### src/rtl/if_pkg.sv
// Shared constants and FSM state type for the instruction-fetch stage.
package if_pkg;

  localparam logic [31:0] NOP_INSTR     = 32'h0000_0013;
  localparam logic [31:0] HALT_INSTR_DEF = 32'h0010_0073;
  localparam logic [31:0] RESET_PC_DEF   = 32'h0000_3000;
  localparam int          MEM_WORDS_DEF  = 1042;

  typedef enum logic {
    RUN  = 1'b0,
    HALT = 1'b1
  } state_t;

endpackage

### src/rtl/if_fetch_stage_if.sv
// Instruction ROM bus between the fetch stage (master) and the ROM (slave).
// The ROM is combinational: imem_rdata reflects imem_addr within the same cycle and
// there is no valid/ready handshake; the fetch stage samples imem_rdata on its clock edge.
interface if_fetch_stage_if;
    logic [31:0] imem_addr;
    logic [31:0] imem_rdata;

    modport master (output imem_addr, input imem_rdata);
    modport slave  (input imem_addr, output imem_rdata);
endinterface

### src/rtl/if_pc_reg.sv
// Program counter with next-PC mux: load (redirect) > hold > increment by 4.
module if_pc_reg
    import if_pkg::*;
#(
    parameter logic [31:0] RESET_PC = RESET_PC_DEF
) (
    input  logic        clk,
    input  logic        rst_n,
    input  logic        load,
    input  logic        hold,
    input  logic [31:0] load_pc,
    output logic [31:0] pc_q
);

    logic [31:0] pc_d;

    always_comb begin
        if (load)      pc_d = load_pc;
        else if (hold) pc_d = pc_q;
        else           pc_d = pc_q + 32'd4;
    end

    always_ff @(posedge clk or negedge rst_n) begin
        if (!rst_n) pc_q <= RESET_PC;
        else        pc_q <= pc_d;
    end

endmodule

### src/rtl/if_fetch_stage.sv
// Instruction-fetch stage: PC, IF/ID register and RUN/HALT FSM.
// Optional fetch bound check enabled by defining IF_BOUND_CHK_EN.
module if_fetch_stage
    import if_pkg::*;
#(
    parameter logic [31:0] RESET_PC   = RESET_PC_DEF,
    parameter int          MEM_WORDS  = MEM_WORDS_DEF,
    parameter logic [31:0] HALT_INSTR = HALT_INSTR_DEF
) (
    input  logic                clk,
    input  logic                rst_n,
    input  logic                stall,
    input  logic                redirect_valid,
    input  logic [31:0]         redirect_pc,
    if_fetch_stage_if.master    imem,
    output logic                id_valid,
    output logic [31:0]         id_pc,
    output logic [31:0]         id_instr,
    output logic                halted,
    output logic                id_exc,
    output state_t              state_dbg
);

`ifdef IF_BOUND_CHK_EN
    localparam bit BOUND_CHK = 1'b1;
`else
    localparam bit BOUND_CHK = 1'b0;
`endif

    // 33-bit end address so a ROM ending at the top of memory does not wrap.
    localparam logic [32:0] PC_END = {1'b0, RESET_PC} + 33'(MEM_WORDS) * 33'd4;

    state_t      state;
    logic [31:0] pc_q;
    logic        exc_q;
    logic        run;
    logic        capture;
    logic        is_halt;
    logic        fault;
    logic        pc_hold;

    assign run     = (state == RUN);
    assign capture = run && !redirect_valid && !stall;
    assign is_halt = (imem.imem_rdata == HALT_INSTR);
    assign fault   = BOUND_CHK && ((pc_q[1:0] != 2'b00) || (pc_q < RESET_PC) ||
                                   ({1'b0, pc_q} >= PC_END));
    // PC freezes on the capture that ends fetch, and stays frozen in HALT.
    assign pc_hold = !run || stall || (capture && (is_halt || fault));

    if_pc_reg #(.RESET_PC(RESET_PC)) u_pc (
        .clk     (clk),
        .rst_n   (rst_n),
        .load    (run && redirect_valid),
        .hold    (pc_hold),
        .load_pc (redirect_pc),
        .pc_q    (pc_q)
    );

    assign imem.imem_addr = pc_q;
    assign id_exc         = BOUND_CHK ? exc_q : 1'b0;
    assign state_dbg      = state;

    always_ff @(posedge clk or negedge rst_n) begin
        if (!rst_n) begin
            state    <= RUN;
            id_valid <= 1'b0;
            id_pc    <= 32'h0;
            id_instr <= NOP_INSTR;
            halted   <= 1'b0;
            exc_q    <= 1'b0;
        end else begin
            case (state)
                RUN: begin
                    if (redirect_valid) begin
                        id_valid <= 1'b0;
                        id_instr <= NOP_INSTR;
                    end else if (!stall) begin
                        id_pc    <= pc_q;
                        id_valid <= 1'b1;
                        if (fault) begin
                            id_instr <= NOP_INSTR;
                            exc_q    <= 1'b1;
                            state    <= HALT;
                            halted   <= 1'b1;
                        end else begin
                            id_instr <= imem.imem_rdata;
                            if (is_halt) begin
                                state  <= HALT;
                                halted <= 1'b1;
                            end
                        end
                    end
                end
                HALT: begin
                    if (!stall) begin
                        id_valid <= 1'b0;
                        id_instr <= NOP_INSTR;
                    end
                end
                default: state <= HALT;
            endcase
        end
    end

endmodule

### src/flat_wrapper.sv
// flat-port wrapper written by rule: the top's interface ports become plain ports
module if_fetch_stage_flat import if_pkg::*;
#(
    parameter logic [31:0] RESET_PC   = RESET_PC_DEF,
    parameter int          MEM_WORDS  = MEM_WORDS_DEF,
    parameter logic [31:0] HALT_INSTR = HALT_INSTR_DEF
)
  (clk, rst_n, stall, redirect_valid, redirect_pc, id_valid, id_pc, id_instr, halted, id_exc, state_dbg, imem_imem_addr, imem_imem_rdata);
  if_fetch_stage_if imem_i ();
  input  logic clk;
  input  logic rst_n;
  input  logic stall;
  input  logic redirect_valid;
  input  logic [31:0] redirect_pc;
  output logic id_valid;
  output logic [31:0] id_pc;
  output logic [31:0] id_instr;
  output logic halted;
  output logic id_exc;
  output state_t state_dbg;
  output wire logic [$bits(imem_i.imem_addr)-1:0] imem_imem_addr;
  input wire logic [$bits(imem_i.imem_rdata)-1:0] imem_imem_rdata;
  assign imem_imem_addr = imem_i.imem_addr;
  assign imem_i.imem_rdata = imem_imem_rdata;
  if_fetch_stage #(.RESET_PC(RESET_PC), .MEM_WORDS(MEM_WORDS), .HALT_INSTR(HALT_INSTR)) u_core (.clk(clk), .rst_n(rst_n), .stall(stall), .redirect_valid(redirect_valid), .redirect_pc(redirect_pc), .imem(imem_i), .id_valid(id_valid), .id_pc(id_pc), .id_instr(id_instr), .halted(halted), .id_exc(id_exc), .state_dbg(state_dbg));
endmodule
### config.mk
export PLATFORM = sky130hd
export DESIGN_NAME = if_fetch_stage_flat
export DESIGN_NICKNAME = d
export VERILOG_FILES = /design/src/rtl/if_pkg.sv /design/src/rtl/if_fetch_stage_if.sv /design/src/rtl/if_pc_reg.sv /design/src/rtl/if_fetch_stage.sv /design/src/flat_wrapper.sv
export SDC_FILE = /design/constraint.sdc
export NUM_CORES = 1
export LEC_CHECK = 0
export CORE_UTILIZATION = 49
export CTS_CLUSTER_DIAMETER = 40
export CTS_CLUSTER_SIZE = 16
export DETAILED_ROUTE_END_ITERATION = 10
export PLACE_DENSITY_LB_ADDON = 0.08
export SLEW_MARGIN = 40
export SYNTH_ARGS = -nofsm -noshare
export SYNTH_HDL_FRONTEND = slang
export SYNTH_SLANG_ARGS = --single-unit
### constraint.sdc
create_clock -name clk -period 4.6 [get_ports clk]
set_input_delay 0.92 -clock clk [delete_from_list [all_inputs] [get_ports clk]]
set_output_delay 0.92 -clock clk [all_outputs]
set_load 0.02 [all_outputs]
# Word-level counts from Yosys, hierarchy flattened
# Index checks and enable logic that the tools add are counted.
# word_totals
regBits	99
latchBits	0
mem_bits_rw	0
mem_bits_ro	0
inputBits	68
out_inout_bits	100
wordCells	39
memories	0
# op_classes
add_sub_neg	1
n_mul	0
n_div	0
n_lt_le_gt_ge	0
n_eq_ne	4
n_shift	0
mux	14
bitwise	3
reduce_logical	11
# ops
cell	count
$mux 32	5
$pmux 32 s2	1
$add 32x3->32 const B	1
$eq 32x21->1 const B	1
$mux 1	7
$logic_and 1x1->1	4
$ne 2x2->1 const B	2
$reduce_and 4->1	1
$ne 3x3->1 const B	1
$not 1->1	3
$reduce_and 3->1	1
$logic_not 1->1	2
$logic_or 1x1->1	2
$pmux 1 s2	1
$reduce_and 2->1	1

# Longest topological paths before layout
# Gate-level depths: netlist of run 1.
# depth
depth_word	7
mapped_depth	7
mapped_depth_nobuf	6

# Hierarchy
# From an unflattened synthesis of run 1, not the netlist that was laid out.
# unflattened
cells_unflattened	437
hier_area_um2	4436.8
# by_module_without_submodules
module	n_inst	cells_each	area_each_um2	seq_area_each_um2
if_fetch_stage	1	233	2582.5	1680.4
if_pc_reg	1	204	1854.3	803.3

# Least setup slack after synthesis of run 1
# No wires, ideal clock.
# synth_timing
path_kind	input-to-reg
start	input imem_imem_rdata[2]
end	register u_core.u_pc.pc_q[22]
setup_time_ns	0.124
arrival_time_ns	2.232
t_required_ns	4.476
path_slack_ns	2.244
stages	5
n_path_buf	0
path_cell_list	and4bb_1 nand4_2 nor2_1 or4_1 a211o_1
# synth_between
elab_chain_len	4
# synth_rtl
element	line_no	text
start, declared	flat_wrapper.sv:22	input wire logic [$bits(imem_i.imem_rdata)-1:0] imem_imem_rdata;
$eq 32x21->1	if_fetch_stage.sv:44	assign is_halt = (imem.imem_rdata == HALT_INSTR);
$logic_and 1x1->1	if_fetch_stage.sv:48	assign pc_hold = !run || stall || (capture && (is_halt || fault));
$logic_or 1x1->1	if_fetch_stage.sv:48	
$ne 2x2->1 (no line)	--	
end signal, assigned	if_pc_reg.sv:25	else pc_q <= pc_d;
end, declared	if_pc_reg.sv:12	output logic [31:0] pc_q
# No other way between the ends.
# A chain may end at the register's enable or synchronous reset.

# Worst setup path after layout of run 1
# layout_timing
start	input redirect_valid
end	register u_core.id_instr[14]
# layout_between
elab_chain_len	2
elab_cells_between_ends	4
cone_classes	eq/ne: 1; mux: 2; reduce/logical: 1
# layout_rtl
element	line_no	text
start, declared	flat_wrapper.sv:13	input logic redirect_valid;
$mux 32 or $ne 3x3->1 (tied branches)	--	
$pmux 32 s2 or $reduce_and 2->1 (tied branches)	--	
end signal, assigned	if_fetch_stage.sv:86	id_instr <= imem.imem_rdata;
end, declared	if_fetch_stage.sv:18	output logic [31:0] id_instr,
# Parallel ways exist; a longest one is shown, timed or not.

==> results.txt, run 1 <==
Status - complete, no violations
DIE AREA - 0.0102 mm2
Synthesized flop and latch total - 99
Die width - 101 um
Predominant post-synthesis flop cell - dfrtp_1
Synthesis Warnings - 0
Mapped Nets - 557
Bufs and invs on worst path - 4
Type of the worst setup path - input pin to flip-flop
Congestion Overflow GR - 0
Largest net degree at the start of global routing - 63
Worst-path cell chain - clkdlybuf4s50_1, buf_4, clkinv_1, nand2_1, nor2_4, buf_4, a22o_1
Post-route cell area - 0.00680 mm2
DP Area - 0.00654 mm2
Routability cong. - 0.886
H-tree Lvls - 3
CTS max path bufs - 2
Worst EP arrival - 3.49 ns
Async set or reset register ratio after synthesis - 100%
Hpwl dp - 9.84 mm
Sw Ratio - 22.6%
RSZ-0062 raised after global routing - false
Max VDD drop - 0.000183 V
Post-route ant nets - 0
Layout area overhead - 42.2%
CTS resizes - 0
Initial antenna violation count - 0
Die H - 101 um
First-pass DRT Iterations - 5
Clock Power Share - 40.2%
Inserted Diodes - 0
GR Util All Layers - 28.7%
Vias post-DR - 4501
Clk_skew - 0.0179 ns
Remaining DRCs - 0
Fmax - 315 MHz
Starting DRT DRC Count - 286
CP max stage cell - nor2_4
P_leak - 0.00299 uW
Final min period - 3.18 ns
Reg power frac - 51.5%
Crit path launch type - input pin
CP top delay family - buffers and inverters
Setup_tns - 0 ns
CTS Sinks - 99
Worst skew pair latency - 0.37 ns
Slew @ Worst Pin - 0.878 ns
Cell variety after synth - 58
P per Cell Area - 252 mW/mm2
Max-cap violations - 0
Critical Path Most Common Cell - buf_4
Detailed Route WL - 14.1 mm
Switch Pwr - 387 uW
Final period util - 69.1%
Slew Viols, Final - 0
PortBufs - 166
First-pass GRT wire length - 22.5 mm
Final Setup Violations - 0
Required time worst endpoint - 4.91 ns
Vias/cell - 5.79
# IOs - 168
Clock root cell - clkbuf_8
Post-synth EDFFs - 0
Initial core utilization - 51.2%
Slew headroom - 41.5%
Wire per inst - 18.1 um
TritonCTS clock tree - yes
Synthesized area - 0.00478 mm2
Critical Path Fanout Max - 33
Postcts setup bufs - 0
Share of cells above drive strength 1 - 8.95%
Cts hold-fix bufs - 0
Logic pwr share - 8.3%
Num CTS Buffers - 9
Min-Delay Path Class - flip-flop to flip-flop
Sequential area share after synthesis - 52.0%
Core Rows - 35
Endpoint type of the worst setup path - flip-flop
Number of global-route vias before repair - 4395
Worst-path clk slew - 0.10 ns
NumNets Final - 712
Core Box Area - 0.00933 mm2
Hold Fails Final Rpt - 0
Syn Area/Cell - 9.79 um2
Slowest stage delay, CP - 0.70 ns
P_int - 1330 uW
Post-Syn Instances - 488
flip-flops by register name (all words and copies together) (netlist names):
| name | flops |
|---|---|
| u_core.halted | 1 |
| u_core.state_dbg | 1 |
| u_core.id_instr | 32 |
| u_core.id_valid | 1 |
| u_core.u_pc.pc_q | 32 |
| u_core.id_pc | 32 |
power groups by stage:
| stage | Clock [uW] | Sequential, uW | Combinational (uW) |
|---|---|---|---|
| 2_1_floorplan | 0 | 906 | 30.4 |
| 3_3_place_gp | 0 | 900 | 141 |
| 3_5_place_dp | 0 | 900 | 142 |
| 4_1_cts | 695 | 883 | 143 |
| 5_1_grt | 729 | 884 | 153 |
| 6_report | 690 | 883 | 142 |
synth_stat cells (all sizes together), types with 6 or more instances:
master / count / area share [%]
nor4: 7 / 1.8
mux2i: 11 / 2.3
nand2: 119 / 9.3
clkbuf: 22 / 1.7
nor3: 9 / 1.3
inv: 6 / 0.47
nand3: 23 / 2.7
a22o: 30 / 5.5
o22ai: 9 / 1.2
nand4: 6 / 1.3
a22oi: 10 / 1.6
nor2: 29 / 2.3
buf: 6 / 0.76
o21ai: 14 / 1.7
o211ai: 12 / 1.9
o2111ai: 7 / 1.5
dfrtp: 94 / 49
a21oi: 10 / 1.0
path summary, 6_finish.rpt:
path	cells after the start	slack, ns	from	to
min reg2reg	1	0.48	u_core.halted	u_core.halted
min	1	0.48	u_core.halted	u_core.halted
min in group asynchronous	1	0.50	rst_n	u_core.id_pc[23]
max	7	1.42	redirect_valid	u_core.id_instr[14]
max in group asynchronous	2	3.13	rst_n	u_core.id_instr[1]
max reg2reg	5	1.54	u_core.state_dbg	u_core.id_instr[14]
per-layer routing:
| layer | GRT usage (%) | share of wire, % | wire length [um] | vias up |
|---|---|---|---|---|
| met5 | 0 | 0 | 0 | - |
| met4 | 9.03 | 1.9 | 274 | 0 |
| met3 | 7.35 | 8.0 | 1120 | 21 |
| met2 | 47.0 | 48 | 6770 | 206 |
| met1 | 37.5 | 42 | 5890 | 2206 |
| li1 | - | - | - | 2068 |
cell type report:
cell class / instances / area, um2
clock inverters: 6 / 113
fillers: 727 / 2530
flip-flops and latches: 99 / 2480
well taps: 129 / 161
inverters: 7 / 26.3
multi-input cells: 354 / 2170
clock buffers: 10 / 138
repair buffers: 172 / 1710
logic make-up after synthesis:
group                      count (synthesis)  share of synthesized area [%]
xor gates and xnor gates                   2                          0.367
buffers and inverters                     35                           3.04
DFF                                       99                           52.0
and+or+nand+nor                          226                           24.1
AOI/OAI and AO/OA                        113                           17.9
other                                      1                         0.0785
adders and majority gates                  1                          0.262
muxes                                     11                           2.30
through the flow:
| stage | util, % | setup slack [ns] | hold WS (ns) | total power [uW] | cells |
|---|---|---|---|---|---|
| after floorplan | - | 2.24 | 0.546 | 937 | 488 |
| after global routing | 72.9 | 1.25 | 0.501 | 1770 | 777 |
| after CTS | 72.8 | 1.42 | 0.472 | 1720 | 777 |
| after detailed placement | 70.1 | 1.03 | 0.450 | 1040 | 761 |
| after global placement | 70.1 | 1.12 | 0.443 | 1040 | 761 |
| final | 72.9 | 1.42 | 0.475 | 1710 | 777 |
layout by cell type (no fill, tap or decap), types with 6 or more instances in the layout:
| cell | instances |
|---|---|
| o22ai_1 | 9 |
| mux2i_1 | 11 |
| a21oi_1 | 10 |
| buf_4 | 6 |
| inv_1 | 6 |
| dfrtp_1 | 94 |
| o211ai_1 | 12 |
| a22oi_1 | 10 |
| nor2_1 | 26 |
| o21ai_0 | 12 |
| nand2_1 | 117 |
| a22o_1 | 30 |
| nor3_1 | 7 |
| clkbuf_8 | 10 |
| clkdlybuf4s50_1 | 165 |
| nand3_1 | 20 |
(Power assumes the default switching activity.)
==> run 2, diff against run 1 <==
CORE_UTILIZATION = 45   (was 49)
clock period = 3.1 ns   (was 4.6 ns; I/O delays follow)
==> run 2 against run 1 <==
Compared with the run above:
- register-to-register slack lost 0.78 ns
- count of clock-buffer cells in the layout is the same
- sequential share of layout area is 0.56 points lower
- sequential cell count unchanged
- clock power is 26% higher
- clock skew down 0.0089 ns
- utilization down 6.0 points
- critical endpoint is now u_core.u_pc.pc_q[22]
- largest cell class unchanged
- largest power group unchanged
==> results.txt, run 2 (synthesis gave the netlist of run 1 again) <==
Status - complete, no violations
Slew @ Worst Pin - 0.681 ns
CTS max path bufs - 2
Reg2reg setup slack - 0.76 ns
Worst r2r path cells - 6
Multi-input gate area - 0.00217 mm2
Filler cells - 839
Vias/cell - 5.65
Core Rows - 37
P_leak - 0.00305 uW
Slew headroom - 54.6%
Worst EP arrival - 2.61 ns
# IOs - 168
FF/Latch Area - 0.00248 mm2
Starting DRT DRC Count - 209
Routability cong. - 0.824
PortBufs - 166
Worst skew pair latency - 0.38 ns
TritonCTS clock tree - yes
H-tree Lvls - 3
Min-Delay Path Class - input pin to async pin
DIE AREA - 0.0110 mm2
Crit path launch type - flip-flop
Initial core utilization - 46.3%
Most common cell after layout, fill and taps aside - clkdlybuf4s50_1
First-pass DRT Iterations - 5
Critical Path Fanout Max - 7
Biggest regs - u_core.id_instr: 32 flops, u_core.id_pc: 32 flops, u_core.u_pc.pc_q: 32 flops
Wire per inst - 18.0 um
Final Setup Violations - 0
Crit path launch - u_core.u_pc.pc_q[2]
Detailed Route WL - 14.3 mm
Worst-path clk slew - 0.10 ns
Clock root cell - clkbuf_8
Endpoint type of the worst setup path - flip-flop
Layout area overhead - 44.4%
Type of the worst setup path - flip-flop to flip-flop
CTS resizes - 0
Post-route ant nets - 0
Commonest cells after routing, fill and taps aside - 165 x clkdlybuf4s50_1, 119 x nand2_1, 94 x dfrtp_1
Number of global-route vias before repair - 4534
CP max stage cell - dfrtp_1
Max-cap violations - 0
GR Util All Layers - 26.5%
Worst-path cell chain - ha_1, nand3_2, nor3_4, nand3_1, or4_1, a211o_1
RSZ-0062 raised after global routing - false
First-pass GRT wire length - 22.9 mm
Final min period - 2.34 ns
Postcts setup bufs - 0
Cts hold-fix bufs - 0
NumNets Final - 726
Setup_tns - 0 ns
Largest net degree at the start of global routing - 52
P per Cell Area - 347 mW/mm2
Slew Viols, Final - 0
Die H - 105 um
Core Box Area - 0.0103 mm2
DP Area - 0.00670 mm2
CTS Sinks - 99
Final period util - 75.5%
Vias post-DR - 4512
Remaining DRCs - 0
Hpwl dp - 10.3 mm
Post-route cell area - 0.00690 mm2
Hold Fails Final Rpt - 0
Worst R2R Start - u_core.u_pc.pc_q[2]
Max VDD drop - 0.000219 V
Slowest stage delay, CP - 0.49 ns
Required time worst endpoint - 3.37 ns
Initial antenna violation count - 0
FF-to-FF End - u_core.u_pc.pc_q[22]
Num CTS Buffers - 9
Clk_skew - 0.00900 ns
Share of cells above drive strength 1 - 10.6%
Inserted Diodes - 0
Die width - 105 um
Congestion Overflow GR - 0
Fmax - 427 MHz
==> run 2: cell count changes in the layout (fill, tap and decap cells not counted), moves of 2 or more <==
cell,delta
buf_12,+2
buf_4,+12
bufinv_16,-2
clkinv_2,+2
clkinv_4,-2
inv_6,+2
nand2_1,+2
nand2_2,-2
==> run 2: final cells by class <==
cell class                 count  share of cell area, %
sequential                    99                   36.0
multi-input combinational    354                   31.4
timing repair buffer         186                   26.9
tap                          136                   2.47
clock buffer                  10                   1.99
clock inverter                 6                  0.906
inverter                       7                  0.381
==> run 2: routing by layer <==
layer  GRT usage [%]  up-vias  part of all wire (%)
li1                -     2101                     -
met1            34.3     2200                    42
met2            43.3      190                    49
met3            6.18       21                   6.9
met4            9.46        0                   1.7
met5               0        -                     0
==> run 2: worst max-delay path by stage <==
stage	to	slack, ns	depth (start not counted)
2_1_floorplan	u_core.u_pc.pc_q[22]	0.98	6
3_3_place_gp	u_core.id_instr[19]	0.42	6
3_5_place_dp	u_core.u_pc.pc_q[22]	0.40	7
4_1_cts	u_core.u_pc.pc_q[22]	0.78	7
5_1_grt	u_core.u_pc.pc_q[22]	0.66	6
6_report	u_core.u_pc.pc_q[22]	0.76	6
==> run 2: power breakdown <==
group	internal, uW	switching, uW
combinational	116	101
clock	397	473
sequential	1300	11.1
total	1810	585
==> run 2: through the flow <==
step	hold WS, ns	util [%]	worst slack, ns	total power, uW	instances
6_report	0.258	66.9	0.759	2400	798
5_1_grt	0.318	66.9	0.664	2460	798
4_1_cts	0.293	66.9	0.779	2400	798
3_5_place_dp	0.461	64.9	0.396	1550	782
3_3_place_gp	0.458	64.6	0.415	1550	781
2_1_floorplan	0.324	-	0.979	1390	488
==> run 2: critical path: cells and delay by family (launching register included) <==
family	cells	cell delay (ns)
adders and majority gates	1	0.25
AOI/OAI and AO/OA	1	0.32
and+or+nand+nor	4	1.16
DFF	1	0.49
